`config.mk`:
```
export PLATFORM = sky130hd
export DESIGN_NAME = fetch_pc_ctrl
export DESIGN_NICKNAME = d
export VERILOG_FILES = /design/src/rtl/fetch_pc_ctrl.sv
export SDC_FILE = /design/constraint.sdc
export NUM_CORES = 1
export LEC_CHECK = 0
export ABC_AREA = 1
export CAP_MARGIN = 15
export CORE_ASPECT_RATIO = 0.9
export CORE_UTILIZATION = 46
export DETAILED_ROUTE_END_ITERATION = 10
export PLACE_DENSITY = 0.9
export SLEW_MARGIN = 20
export SYNTH_ARGS = -nofsm -noshare
export SYNTH_HDL_FRONTEND = slang
export SYNTH_SLANG_ARGS = --single-unit
```
`constraint.sdc`:
```
create_clock -name clk -period 2.1 [get_ports clk]
set_clock_uncertainty 0.1 [all_clocks]
set_input_delay 0.525 -clock clk [delete_from_list [all_inputs] [get_ports clk]]
set_output_delay 0.525 -clock clk [all_outputs]
set_load 0.05 [all_outputs]
```
`src/rtl/fetch_pc_ctrl.sv`:
```
// Instruction-fetch stage: architectural PC, multi-cycle imem handshake,
// squash of in-flight accesses on redirect, HALT detection.
// Optional feature macro: PC_ALIGN_CHK_EN (misaligned redirect -> align_err + HALT).
module fetch_pc_ctrl #(
  parameter logic [15:0] RESET_PC  = 16'h0000,
  parameter logic [15:0] NOP_INSTR = 16'h0800
) (
  input  logic        clk,
  input  logic        rst,
  input  logic        redirect,
  input  logic [15:0] next_PC,
  input  logic        if_ready,
  output logic        imem_rd,
  output logic [15:0] imem_addr,
  input  logic        imem_stall,
  input  logic        imem_done,
  input  logic [15:0] imem_data,
  output logic [15:0] instr,
  output logic [15:0] pc_out,
  output logic [15:0] incr_PC,
  output logic        instr_valid,
  output logic        halted,
  output logic        align_err
);

  localparam int unsigned PC_W = 16;
  localparam logic [PC_W-1:0] PC_STEP = PC_W'(2);

  typedef enum logic [1:0] {S_FETCH, S_WAIT, S_HOLD, S_HALT} state_t;

  state_t          state_q, state_d;
  logic [PC_W-1:0] pc_q, pc_d;
  logic [PC_W-1:0] instr_q, instr_d;
  logic [PC_W-1:0] pc_out_q, pc_out_d;
  logic            squash_q, squash_d;
  logic            valid_q, valid_d;
  logic            halted_q, halted_d;
  logic            redir_ok;
  logic            bad_target;
  logic [PC_W-1:0] target;

`ifdef PC_ALIGN_CHK_EN
  logic            align_q, align_d;
  assign target     = next_PC;
  assign bad_target = next_PC[0];
`else
  assign target     = next_PC & 16'hFFFE;
  assign bad_target = 1'b0;
`endif

  assign redir_ok = redirect && (state_q != S_HALT);

  // Next-state, PC update and holding-register capture
  always_comb begin
    state_d  = state_q;
    pc_d     = pc_q;
    instr_d  = instr_q;
    pc_out_d = pc_out_q;
    squash_d = squash_q;
    valid_d  = valid_q;
    halted_d = halted_q;
`ifdef PC_ALIGN_CHK_EN
    align_d  = align_q;
`endif
    if (redir_ok && bad_target) begin
      state_d  = S_HALT;
      halted_d = 1'b1;
      valid_d  = 1'b0;
`ifdef PC_ALIGN_CHK_EN
      align_d  = 1'b1;
`endif
    end else begin
      case (state_q)
        S_FETCH: begin
          if (redirect) pc_d = target;
          if (!imem_stall) begin
            if (redirect) begin
              // accepted access is stale; a same-cycle hit is simply dropped
              if (!imem_done) begin
                state_d  = S_WAIT;
                squash_d = 1'b1;
              end
            end else if (imem_done) begin
              instr_d  = imem_data;
              pc_out_d = pc_q;
              valid_d  = 1'b1;
              state_d  = S_HOLD;
            end else begin
              state_d = S_WAIT;
            end
          end
        end
        S_WAIT: begin
          if (redirect) begin
            pc_d = target;
            if (imem_done) begin
              squash_d = 1'b0;
              state_d  = S_FETCH;
            end else begin
              squash_d = 1'b1;
            end
          end else if (imem_done) begin
            if (squash_q) begin
              squash_d = 1'b0;
              state_d  = S_FETCH;
            end else begin
              instr_d  = imem_data;
              pc_out_d = pc_q;
              valid_d  = 1'b1;
              state_d  = S_HOLD;
            end
          end
        end
        S_HOLD: begin
          if (redirect) begin
            pc_d    = target;
            valid_d = 1'b0;
            state_d = S_FETCH;
          end else if (if_ready) begin
            valid_d = 1'b0;
            if (instr_q[15:11] == 5'b00000) begin
              halted_d = 1'b1;
              state_d  = S_HALT;
            end else begin
              pc_d    = pc_q + PC_STEP;
              state_d = S_FETCH;
            end
          end
        end
        default: begin
          state_d = S_HALT;
        end
      endcase
    end
  end

  // State and holding registers with synchronous reset
  always_ff @(posedge clk) begin
    if (rst) begin
      state_q  <= S_FETCH;
      pc_q     <= RESET_PC;
      instr_q  <= NOP_INSTR;
      pc_out_q <= '0;
      squash_q <= 1'b0;
      valid_q  <= 1'b0;
      halted_q <= 1'b0;
`ifdef PC_ALIGN_CHK_EN
      align_q  <= 1'b0;
`endif
    end else begin
      state_q  <= state_d;
      pc_q     <= pc_d;
      instr_q  <= instr_d;
      pc_out_q <= pc_out_d;
      squash_q <= squash_d;
      valid_q  <= valid_d;
      halted_q <= halted_d;
`ifdef PC_ALIGN_CHK_EN
      align_q  <= align_d;
`endif
    end
  end

  assign imem_rd     = (state_q == S_FETCH);
  assign imem_addr   = pc_q;
  assign instr       = valid_q ? instr_q : NOP_INSTR;
  assign pc_out      = pc_out_q;
  assign incr_PC     = pc_out_q + PC_STEP;
  assign instr_valid = valid_q;
  assign halted      = halted_q;
`ifdef PC_ALIGN_CHK_EN
  assign align_err   = align_q;
`else
  assign align_err   = 1'b0;
`endif

endmodule
```
* After elaboration in Yosys (flattened, before gate mapping)
Index checks and enable logic that the tools add are counted.
** Cells by class
- Reductions and logical operators :: 12
- Muxes and demuxes :: 48
- Eq/ne operators :: 15
- $add $sub $neg :: 2
- Bitwise logic cells :: 1
** Operators by type and width (count)
- 16-bit two-way mux :: 17
- 16-bit one-hot mux with 2 select lines :: 3
- 16-bit by 2-bit adder with 16-bit output, second input constant :: 2
- 2-bit two-way mux :: 11
- 1-bit two-way mux :: 14
- 2-bit != test, second input constant :: 7
- 3-bit != test, second input constant :: 4
- 4-bit AND reduction :: 3
- 8-bit AND reduction :: 1
- 7-bit AND reduction :: 1
- 2-bit one-hot mux with 3 select lines :: 1
- 5-bit zero test :: 1
- 5-bit AND reduction :: 1
- 2-bit by 1-bit != test with 1-bit output, second input constant :: 2
- 2-bit nonzero test :: 2
- 1-bit one-hot mux with 3 select lines :: 1
- 3-bit nonzero test :: 1
- 2-bit by 1-bit equality test with 1-bit output, second input constant :: 1
- 2-bit equality test, second input constant :: 1
- 2-bit zero test :: 1
- 1-bit one-hot mux with 2 select lines :: 1
- 2-bit OR reduction :: 1
- 1-bit inverter :: 1
** Word-level totals
- Bits of input ports :: 38
- Output and inout port bits :: 68
- Logic and storage cells :: 85
- Flip-flop bits (word level) :: 53

* Depth between registers and ports, before layout
Gate-level depths: netlist of run 1.
- Word-level depth :: 5
- Depth in mapped cells :: 10
- Mapped depth without buffers :: 10

* Worst setup path after synthesis of run 1
No wires, ideal clock.
- Kind :: register to output
- Start point :: reg pc_out_q[1] (netlist: pc_out[1])
- End point :: out incr_PC[15]
- Stages on the path, launching flop included :: 8
- Data required time :: 1475 ps
- Setup slack :: -1076 ps
- Arrival :: 2551 ps
- Path buffers :: 0
- Cells stage by stage :: dfxtp_1 ha_1 nand3_1 nor2_1 nand3_1 nor2_1 nand3_1 xnor2_1
** Between the ends
- Cells in the longest elaborated chain, start to end :: 1
** RTL lines
- from (decl) :: RTL line 34 : logic [PC_W-1:0] pc_out_q, pc_out_d;
- from (signal assigned) :: RTL line 154 : pc_out_q <= pc_out_d;
- 16-bit by 2-bit adder with 16-bit output :: RTL line 168 : assign incr_PC = pc_out_q + PC_STEP;
- to (decl) :: RTL line 20 : output logic [15:0] incr_PC,
No other way between the ends.

* Worst setup path in the final report of run 1
- Start point :: reg pc_out_q[1] (netlist: pc_out[1])
- End point :: out incr_PC[13]
Same word-level chain as after synthesis.

==> results of run 1 <==
## area by class of cell
cell class / instances / area [sq um]
multi-input cells: 368 / 1997
repair buffers: 143 / 1599
fillers: 403 / 1134
flip-flops and latches: 51 / 1054
inverters: 50 / 187.7
well taps: 87 / 108.9
clock buffers: 5 / 68.82
clock inverters: 3 / 67.56
## worst max-delay path by stage
stage | cells past startpoint | slack [ps] | to
after floorplan | 7 | -310 | incr_PC[13]
after global placement | 9 | -110 | imem_addr[11]
after detailed placement | 8 | -140 | pc_out[15]
after CTS | 8 | -270 | incr_PC[12]
after global routing | 8 | -440 | incr_PC[13]
final | 8 | -370 | incr_PC[13]
## through the flow
stage / std cells / setup WS, ps / hold WS (ps) / setup TNS [ps] / area (sq um)
2_1_floorplan: 495 / -305.8 / 354.9 / -1078 / 3223
3_3_place_gp: 686 / -108.4 / 353.8 / -1600 / 4690
3_5_place_dp: 686 / -141.3 / 357.9 / -4357 / 4690
4_1_cts: 702 / -267.1 / 381.2 / -2029 / 4982
5_1_grt: 707 / -437.6 / 418.9 / -4265 / 5082
6_report: 707 / -369.2 / 378.3 / -3474 / 5082
## metal layers
metal | track usage (%) | share of wire [%]
met3 | 4.574 | 7.2
met5 | 0 | 0
met2 | 55.31 | 52
met1 | 35.06 | 38
met4 | 9.672 | 2.9
## placed cells by master (no fill, tap or decap), drive strengths merged, types with 3 or more instances in the layout
master and n:
a21oi 21, buf 107, clkbuf 5, clkdlybuf4s50 36, conb 4, dfxtp 51, inv 50, nand2 128
nand3 38, nand3b 21, nand4 4, nor2 108, nor3 3, o21ai 17, or2 4, xnor2 7
xor2 6
## power by group through the flow
stage               clock network, mW  registers, mW  logic (mW)
floorplan                           0           1.64        1.04
global placement                    0           1.38        2.07
detailed placement                  0           1.40        2.12
CTS                             0.829           1.39        2.17
global route                    0.871           1.44        2.35
finish                          0.828           1.42        2.22
## registers in the layout (all words and copies together) (netlist names)
| register | flops |
|---|---|
| halted | 1 |
| instr_valid | 1 |
| instr_q | 16 |
| state_q | 2 |
| imem_addr | 15 |
| pc_out | 15 |
| squash_q | 1 |
## timing repair
| item | in CTS | in global routing |
|---|---|---|
| buffers inserted | 20 | 5 |
| pin swaps | 12 | 10 |
| resized for setup | 20 | 11 |
| setup endpoints to repair | 10 | 13 |
## logic make-up after synthesis
kind of cell | Yosys count
AOI/OAI and AO/OA | 42
xor gates and xnor gates | 13
adders and majority gates | 2
buffers and inverters | 76
DFF | 51
other | 1
and+or+nand+nor | 307
==> summary.md, run 1 <==
| Metric | Value |
|---|---|
| Number of buffers and inverters on the critical path | `1` |
| Hold_sp | `halted` |
| Layout cell share with drive strength beyond 1 | `27.42%` |
| WHS Path Cells | `1` |
| Clock sinks | `51` |
| Synth top area share | `33.82%` |
| Max frequency | `405.0 MHz` |
| Max cap viols | `0` |
| Worst hold-check path type | `flip-flop to flip-flop` |
| Clock share of power | `18.5%` |
| CTS clk-pin slew, worst paths | `110 ps` |
| Internal power | `2.515 mW` |
| Main combinational cell family by area after synthesis | `simple AND/OR/NAND/NOR gates` |
| Post-DP HPWL | `6909 um` |
| Vias in the first global route | `3429` |
| Crit path kind | `flip-flop to output pin` |
| Slew Limit Fails | `0` |
| First-pass GRT wire length | `16130 um` |
| Synth Register Bits | `51` |
| Max stage delay on crit path | `390 ps` |
| Diodes inserted | `0` |
| Critical register-to-register path startpoint | `imem_addr[1]` |
| Most common library cells after synthesis | `nand2_1, nor2_1, dfxtp_1, inv_1, nand3_1` |
| Pin count of the biggest net entering global routing | `26` |
| Crit path from | `pc_out[1]` |
| Total Power | `4.465 mW` |
| Switching share of power | `43.66%` |
| Pre-Repair DR Iteration Count | `6` |
| Final WL | `10470 um` |
| Final ANT Viol Nets | `0` |
| Ys flop type | `dfxtp_1` |
| Top post-synthesis cells by area | `dfxtp_1, nand2_1, nor2_1` |
| Net switching power | `1.950 mW` |
| Mapped Cells | `492` |
| GRT Residual Overflow | `0` |
| CTS tree | `yes` |
| Maximum vdd drop | `0.4899 mV` |
| Xor and xnor area share after synthesis | `3.771%` |
| Simple-Gate Fraction of Synth Area | `43.51%` |
| CTS Buffer Depth | `2` |
| Slowest stage cell, crit path | `dfxtp_4` |
| Routed via count | `3703` |
| CP Data Arrival Time | `1840 ps` |
| Reg2reg end | `imem_addr[7]` |
| Outcome | `finished with violations` |
| Fraction of the mapped netlist area in adder cells | `0.8288%` |
| Die area | `6892 sq um` |
| End of the worst hold path | `halted` |
| Vert. Die Dim | `78.86 um` |
| Compound-Gate Fraction of Synth Area | `7.460%` |
| RSZ-0062 raised after global routing | `true` |
| Synth area leader | `dfxtp_1` |
| Post-synth ARST share | `0%` |
| Crit path max-delay family | `simple AND/OR/NAND/NOR gates` |
| Final Hold Vio Count | `0` |
| Worst Path Max Fanout | `3` |
| Synth Area per Inst | `6.136 sq um` |
| Num CTS Buffers | `5` |
| Avg WL per Cell | `14.81 um` |
| DRC | `0` |
| Netlist cell types | `26` |
| Starting Density | `48.57%` |
| I/O Buffers | `100` |
| Reg2Reg Setup Slack | `190 ps` |
| Count leader, synth | `nand2_1` |
| Min Tclk post-route | `2469 ps` |
| Fin crit share | `117.6%` |
| Logic pwr share | `49.7%` |
| Vias per cell | `5.238` |
| Root Buffer | `clkbuf_8` |
| Fin worst setup slack | `-369.2 ps` |
| Flop pwr share | `31.8%` |
| Initial antenna violation count | `0` |
| Required time worst endpoint | `1470 ps` |
| Worst R2R Path Depth | `8` |
| CP Launch Type | `flip-flop` |
| Post-synthesis mux area share | `0%` |
| Layout overhead on the synthesized area | `68.34%` |
| Placer Congestion | `0.8732` |
| Hold-fix buffers, CTS | `0` |
| Row count | `27` |
| Crit path capture type | `output pin` |
| Static Leak | `2.339 nW` |
| Clock latency on the worst-skew pair | `320 ps` |
| Final setup viols | `13` |
| CP Cell Sequence | `ha_4, nand3_4, nor2_4, nand3_2, nor2_4, nand3_2, a22oi_2, buf_12` |
| Core box area | `6216 sq um` |
| H-Tree Depth | `2` |
| Post-Syn Area | `3019 sq um` |
| Total GRT Usage | `29.94%` |
| Post-synthesis sequential area ratio | `33.82%` |
| Iteration-0 DRC Markers | `219` |
| Final #Nets | `659` |
| I/O pin count | `106` |
| Ys Warns | `0` |
| Core Util, Final | `81.76%` |
| Power Density | `878.5 nW/um^2` |
| Post-synth EDFFs | `0` |
| Failing checks | `negative setup slack` |
| Die W | `87.40 um` |
Power figures use the tool's default switching activity.
==> run 2: changes to the inputs <==
- ABC_AREA: 1 -> 0
- CORE_UTILIZATION: 46 -> 45
- GPL_TIMING_DRIVEN: unset -> 0
==> run 2 against run 1 <==
  * Sequential share of layout area is 3.1 points higher
  * Critical path depth is 2 lower
  * Final cell count fell by 21%
  * Die area is 3.9% lower
  * Clock-buffer cell count unchanged
  * Total power shrank 47%
  * Sequential cell count unchanged
  * Maximum frequency grew 5.3%
  * Global-route usage fell by 3.3 points
  * First-iteration DRC count down 2.3%
  * Routed wire length shrank 14%
  * The run still ends with negative setup slack left
  * Register-to-register slack got worse by 100 ps
==> summary.md, run 2 <==
| Metric | Value |
|---|---|
| Crit path kind | `flip-flop to output pin` |
| Most common cell after layout, fill and taps aside | `nor2_1` |
| Power Density | `526.6 nW/um^2` |
| Failing checks | `negative setup slack` |
| Crit path top cell by count | `buf_6` |
| Maximum vdd drop | `0.3260 mV` |
| Synth Register Bits | `51` |
| Initial antenna violation count | `0` |
| Root Buffer | `clkbuf_8` |
| Num CTS Buffers | `5` |
| Critical register-to-register path startpoint | `instr_q[12]` |
| Final #Nets | `509` |
| I/O pin count | `106` |
| Placer Congestion | `0.9085` |
| Min Tclk post-route | `2344 ps` |
| Max cap viols | `0` |
| Post-synth EDFFs | `0` |
| Fin worst setup slack | `-243.9 ps` |
| Most common library cells after synthesis | `dfxtp_1, nor2_1, mux2i_1, nand2_1, and2_1` |
| Worst hold-check path type | `flip-flop to flip-flop` |
| I/O Buffers | `99` |
| Post-DP Area | `4168 sq um` |
| Synth top area share | `35.99%` |
| Worst-margin pin slew | `623.4 ps` |
| Layout cell share with drive strength beyond 1 | `26.17%` |
| Reg2Reg Setup Slack | `90 ps` |
| Diodes inserted | `0` |
| Post-synth ARST share | `0%` |
| H-Tree Depth | `2` |
| WHS Path Cells | `2` |
| Worst Path Max Fanout | `6` |
| Post-Syn Area | `2836 sq um` |
| CTS tree | `yes` |
| Slew headroom | `58.44%` |
| Post-DP HPWL | `6036 um` |
| Outcome | `finished with violations` |
| Post-synthesis sequential area ratio | `35.99%` |
| Fin crit share | `111.6%` |
| Slowest stage cell, crit path | `dfxtp_4` |
| CP Depth | `6` |
| Vias in the first global route | `2880` |
| Largest reg by FF count | `instr_q` |
| Slew Limit Fails | `0` |
| Ys flop type | `dfxtp_1` |
| Die W | `85.69 um` |
| Worst setup path endpoint | `incr_PC[11]` |
| Crit path from | `pc_out[5]` |
| Required time worst endpoint | `1470 ps` |
| Routed via count | `3109` |
| Crit path capture type | `output pin` |
| Worst R2R Path Depth | `7` |
| Clock latency on the worst-skew pair | `320 ps` |
| Count leader, synth | `dfxtp_1` |
| Iteration-0 DRC Markers | `214` |
| Synth area leader | `dfxtp_1` |
| CP Data Arrival Time | `1720 ps` |
| Commonest non-fill, non-tap cells in the layout | `nor2_1, dlygate4sd2_1, clkdlybuf4s50_1` |
| Final setup viols | `9` |
| Synth Area per Inst | `8.467 sq um` |
| Static Leak | `1.982 nW` |
| Max frequency | `426.6 MHz` |
| DRC | `0` |
| Final Hold Vio Count | `0` |
| Fillers | `450` |
| Pre-Repair DR Iteration Count | `5` |
| CTS clk-pin slew, worst paths | `110 ps` |
| Core box area | `6115 sq um` |
| Max stage delay on crit path | `390 ps` |
| Netlist cell types | `51` |
| Reg2reg end | `imem_addr[2]` |
| GRT Residual Overflow | `0` |
| Vert. Die Dim | `77.32 um` |
| First-pass GRT wire length | `13990 um` |
| Pin count of the biggest net entering global routing | `18` |
| Mapped Cells | `335` |
| Ys Warns | `0` |
| Number of buffers and inverters on the critical path | `3` |
| RSZ-0062 raised after global routing | `true` |
| Core Util, Final | `73.28%` |
| Layout overhead on the synthesized area | `57.96%` |
| CP Cell Sequence | `nand4_1, buf_6, nor3_4, buf_4, xor2_4, buf_6` |
| Avg WL per Cell | `16.19 um` |
| Vias per cell | `5.582` |
| Die area | `6625 sq um` |
| Crit path max-delay family | `buffers and inverters` |
| Final WL | `9020 um` |
| Total GRT Usage | `26.68%` |
| Starting Density | `46.39%` |
| Row count | `27` |
| CP Launch Type | `flip-flop` |
| Fin area | `4481 sq um` |
| Hold-fix buffers, CTS | `0` |
| CTS Buffer Depth | `2` |
| Top post-synthesis cells by area | `dfxtp_1, mux2i_1, nor2_1` |
| Final ANT Viol Nets | `0` |
| Clock sinks | `51` |
| Max reg flops | `16` |
## run 2: cell count changes in the layout (fill, tap and decap cells not counted), sizes merged, moves of 7 or more
cell         before  now
a21oi            21   14
and2              0   19
nand3b           21    2
o21ai            17    6
clkbuf            5   24
dlygate4sd2       0   36
nand3            38   11
buf             107   59
nand2           128   19
nor2            108   46
mux2i             0   31
inv              50   10
## run 2: per-stage QoR
stage	total power, mW	instances	TNS, ps	setup slack, ps	hold slack, ps
finish	2.360	557	-1368	-243.9	396.0
global route	2.450	557	-2162	-312.7	439.4
CTS	2.341	544	-1296	-272.1	388.5
detailed placement	1.754	524	-33090	-776.3	365.4
global placement	1.737	524	-29030	-738.5	352.8
floorplan	1.523	338	-526.1	-202.3	351.5
## run 2: cell families after synthesis
family / count (synthesis) / synth area share (%)
muxes: 31 / 10.94
adders and majority gates: 2 / 0.8821
other: 1 / 0.1322
AOI/OAI and AO/OA: 64 / 16.85
buffers and inverters: 35 / 5.735
xor gates and xnor gates: 13 / 4.014
DFF: 51 / 35.99
and+or+nand+nor: 138 / 25.45
## run 2: final cells by class
class                   instances  area, sq um  share of cell area, %
plain buffers                  27        175.2                  3.910
clock inverters                 3        21.27                 0.4747
multi-input cells             252         1898                  42.36
repair buffers                125         1114                  24.85
well taps                      87        108.9                  2.429
clock buffers                   5        68.82                  1.536
inverters                       7        26.28                 0.5864
flip-flops and latches         51         1069                  23.85
## run 2: how the worst min path moves through the flow
stage / endpoint / from
global route: instr_q[9] / instr_q[9]
global placement: halted / halted
detailed placement: halted / halted
CTS: halted / halted
floorplan: instr_q[0] / instr_q[0]
finish: instr_q[9] / instr_q[9]
## run 2: report_power, final
group          internal [mW]  leakage, nW  switching [mW]
combinational          0.261         1.50           0.391
sequential              1.02        0.428          0.0826
clock                  0.241       0.0494           0.367
total                   1.52         1.98           0.840
## run 2: worst reg2reg max path, delay by kind of cell (launching register included)
kind / cells / cell delay, ps
and+or+nand+nor: 2 / 690
DFF: 1 / 350
buffers and inverters: 3 / 510
AOI/OAI and AO/OA: 2 / 200
## run 2: repair_timing
action                     CTS  global route
setup endpoints to repair  108            73
pin swaps                   11             8
cloned                       1             0
resized for setup          204            32
buffers inserted            11            14
## run 2: layer usage
metal / global-route usage, % / vias to the layer above / share of wire, % / routed length (um)
li1: - / 1455 / - / -
met1: 33.60 / 1469 / 40 / 3646
met2: 44.32 / 160 / 50 / 4483
met3: 4.844 / 25 / 7.4 / 664
met4: 11.83 / 0 / 2.5 / 225
met5: 0 / - / 0 / 0
==> run 3: changes to the inputs <==
- CORE_UTILIZATION: 45 -> 63
- DONT_BUFFER_PORTS: unset -> 1
- PLACE_DENSITY: 0.9 -> 0.81
==> run 3 against run 2 <==
  * The flow still finishes with violations (negative setup slack)
  * Via count fell by 12%
  * Worst hold slack worse by 160 ps
  * Global-route usage increased by 7.1 points
  * Non-clock buffer count down 115
  * Critical path depth increased by 1
  * Design area decreased by 21%
  * Routed wire length down 9.2%
  * Critical endpoint is now incr_PC[9]
==> summary.md, run 3 (same netlist as run 2, synthesis figures left out) <==
| Metric | Value |
|---|---|
| Layout overhead on the synthesized area | `25.23%` |
| CTS Buffer Depth | `2` |
| Avg WL per Cell | `19.73 um` |
| GRT Residual Overflow | `0` |
| Final ANT Viol Nets | `0` |
| CTS tree | `yes` |
| Diodes inserted | `0` |
| CP Launch Type | `flip-flop` |
| Slew headroom | `51.19%` |
| End of the worst hold path | `instr_q[11]` |
| Reg area | `1091 sq um` |
| Fin cells | `415` |
| Clock sinks | `51` |
| Iteration-0 DRC Markers | `308` |
| Worst hold-check path type | `input port to flip-flop` |
| Core box area | `4184 sq um` |
| Power Density | `635.4 nW/um^2` |
| Fin crit share | `123.0%` |
| Die W | `72.73 um` |
| Vert. Die Dim | `65.66 um` |
| H-Tree Depth | `2` |
| Num CTS Buffers | `5` |
| Root Buffer | `clkbuf_8` |
| Fin area | `3552 sq um` |
| Critical register-to-register path startpoint | `imem_addr[3]` |
| Reg2Reg Setup Slack | `-30 ps` |
| Max reg flops | `16` |
| Initial antenna violation count | `0` |
| Layout cell share with drive strength beyond 1 | `28.45%` |
| Largest reg by FF count | `instr_q` |
| Final #Nets | `394` |
| Max cap viols | `0` |
| RSZ-0062 raised after global routing | `true` |
| Row count | `22` |
| Static Leak | `1.316 nW` |
| Slew Limit Fails | `0` |
| Total Power | `2.257 mW` |
| Starting Density | `67.79%` |
| Die area | `4775 sq um` |
| Required time worst endpoint | `1470 ps` |
| Post-DP Area | `3143 sq um` |
| Placed insts | `398` |
| Pre-Repair DR Iteration Count | `5` |
| Commonest non-fill, non-tap cells in the layout | `nor2_1, mux2i_1, dfxtp_1` |
| DRC | `0` |
| Total GRT Usage | `33.74%` |
| Vias in the first global route | `2488` |
| Max frequency | `387.2 MHz` |
| First-pass GRT wire length | `12310 um` |
| Clock latency on the worst-skew pair | `310 ps` |
| Vias per cell | `6.605` |
| CP Data Arrival Time | `1960 ps` |
| Final Hold Vio Count | `0` |
| Multi-input combinational cell area | `2027 sq um` |
| CTS clk-pin slew, worst paths | `90 ps` |
| I/O Buffers | `0` |
| WHS Path Cells | `1` |
| Fin Setup TNS | `-4233 ps` |
| Failing checks | `negative setup slack` |
| Worst Path Max Fanout | `6` |
| Maximum vdd drop | `0.5117 mV` |
| Reg2reg end | `imem_addr[6]` |
| Fillers | `253` |
| Pin count of the biggest net entering global routing | `17` |
| Min Tclk post-route | `2583 ps` |
| Final setup viols | `13` |
| Most common cell after layout, fill and taps aside | `nor2_1` |
| Routed via count | `2741` |
| Hold_sp | `imem_data[11]` |
| Outcome | `finished with violations` |
| Fin worst setup slack | `-482.9 ps` |
| Worst-margin pin slew | `731.1 ps` |
| Crit path capture type | `output pin` |
| Placer Congestion | `0.8546` |
| I/O pin count | `106` |
| Final WL | `8189 um` |
| Post-DP HPWL | `5081 um` |
| Worst R2R Path Depth | `5` |
| Crit path kind | `flip-flop to output pin` |
-- run 3: cell count changes in the layout (fill, tap and decap cells not counted), moves of 6 or more --
cell             change
dlygate4sd2_1       -36
dfxtp_4              +6
dfxtp_1              -6
buf_2                -9
clkbuf_4             -8
buf_6               -13
buf_4               -15
clkdlybuf4s50_1     -33
and2_2               +9
and2_1              -10
-- run 3: through the flow --
step / hold slack [ps] / util [%] / setup slack [ps]
after floorplan: 351.5 / - / -202.3
after global placement: 362.7 / 75.12 / -293.9
after detailed placement: 374.5 / 75.12 / -343.5
after CTS: 242.5 / 82.57 / -462.1
after global routing: 250.4 / 84.90 / -556.3
final: 237.9 / 84.90 / -482.9
-- run 3: worst max path at each step --
stage	start	to	cells past startpoint	slack, ps
2_1_floorplan	pc_out[6]	incr_PC[13]	4	-200
3_3_place_gp	pc_out[6]	incr_PC[13]	4	-290
3_5_place_dp	pc_out[5]	incr_PC[13]	4	-340
4_1_cts	pc_out[2]	incr_PC[15]	5	-460
5_1_grt	pc_out[2]	incr_PC[15]	5	-560
6_report	pc_out[2]	incr_PC[9]	7	-480
-- run 3: timing repair --
item | 4_1_cts | 5_1_grt
gates resized for setup | 43 | 21
hold buffers | 0 | 0
pin swaps | 14 | 10
setup buffers | 5 | 6
setup endpoints to repair | 35 | 27
-- run 3: area by class of cell --
class	count	area share, %
clock inverters	2	0.3875
multi-input cells	252	57.06
flip-flops and latches	51	30.72
plain buffers	27	3.910
well taps	60	2.113
repair buffers	10	2.430
clock buffers	6	2.642
inverters	7	0.7397
-- run 3: critical path, stage by stage (launching register included) --
cell and delay, ps:
dfxtp_4 490, ha_4 180, nand3_4 100, buf_4 160
buf_6 120, buf_6 110, nor2_4 120, xor2_4 360
-- run 3: power by group --
part	switching, mW	total (mW)	internal (mW)
clock network	0.346	0.654	0.308
registers	0.194	1.21	1.01
logic	0.249	0.394	0.145
-- run 3: layer usage --
layer  global-route usage (%)  wire, um  vias to the layer above
li1                         -         -                     1235
met1                    42.03      3187                     1309
met2                    57.36      4015                      171
met3                    8.129       746                       26
met4                    10.78       240                        0
met5                        0         0                        -
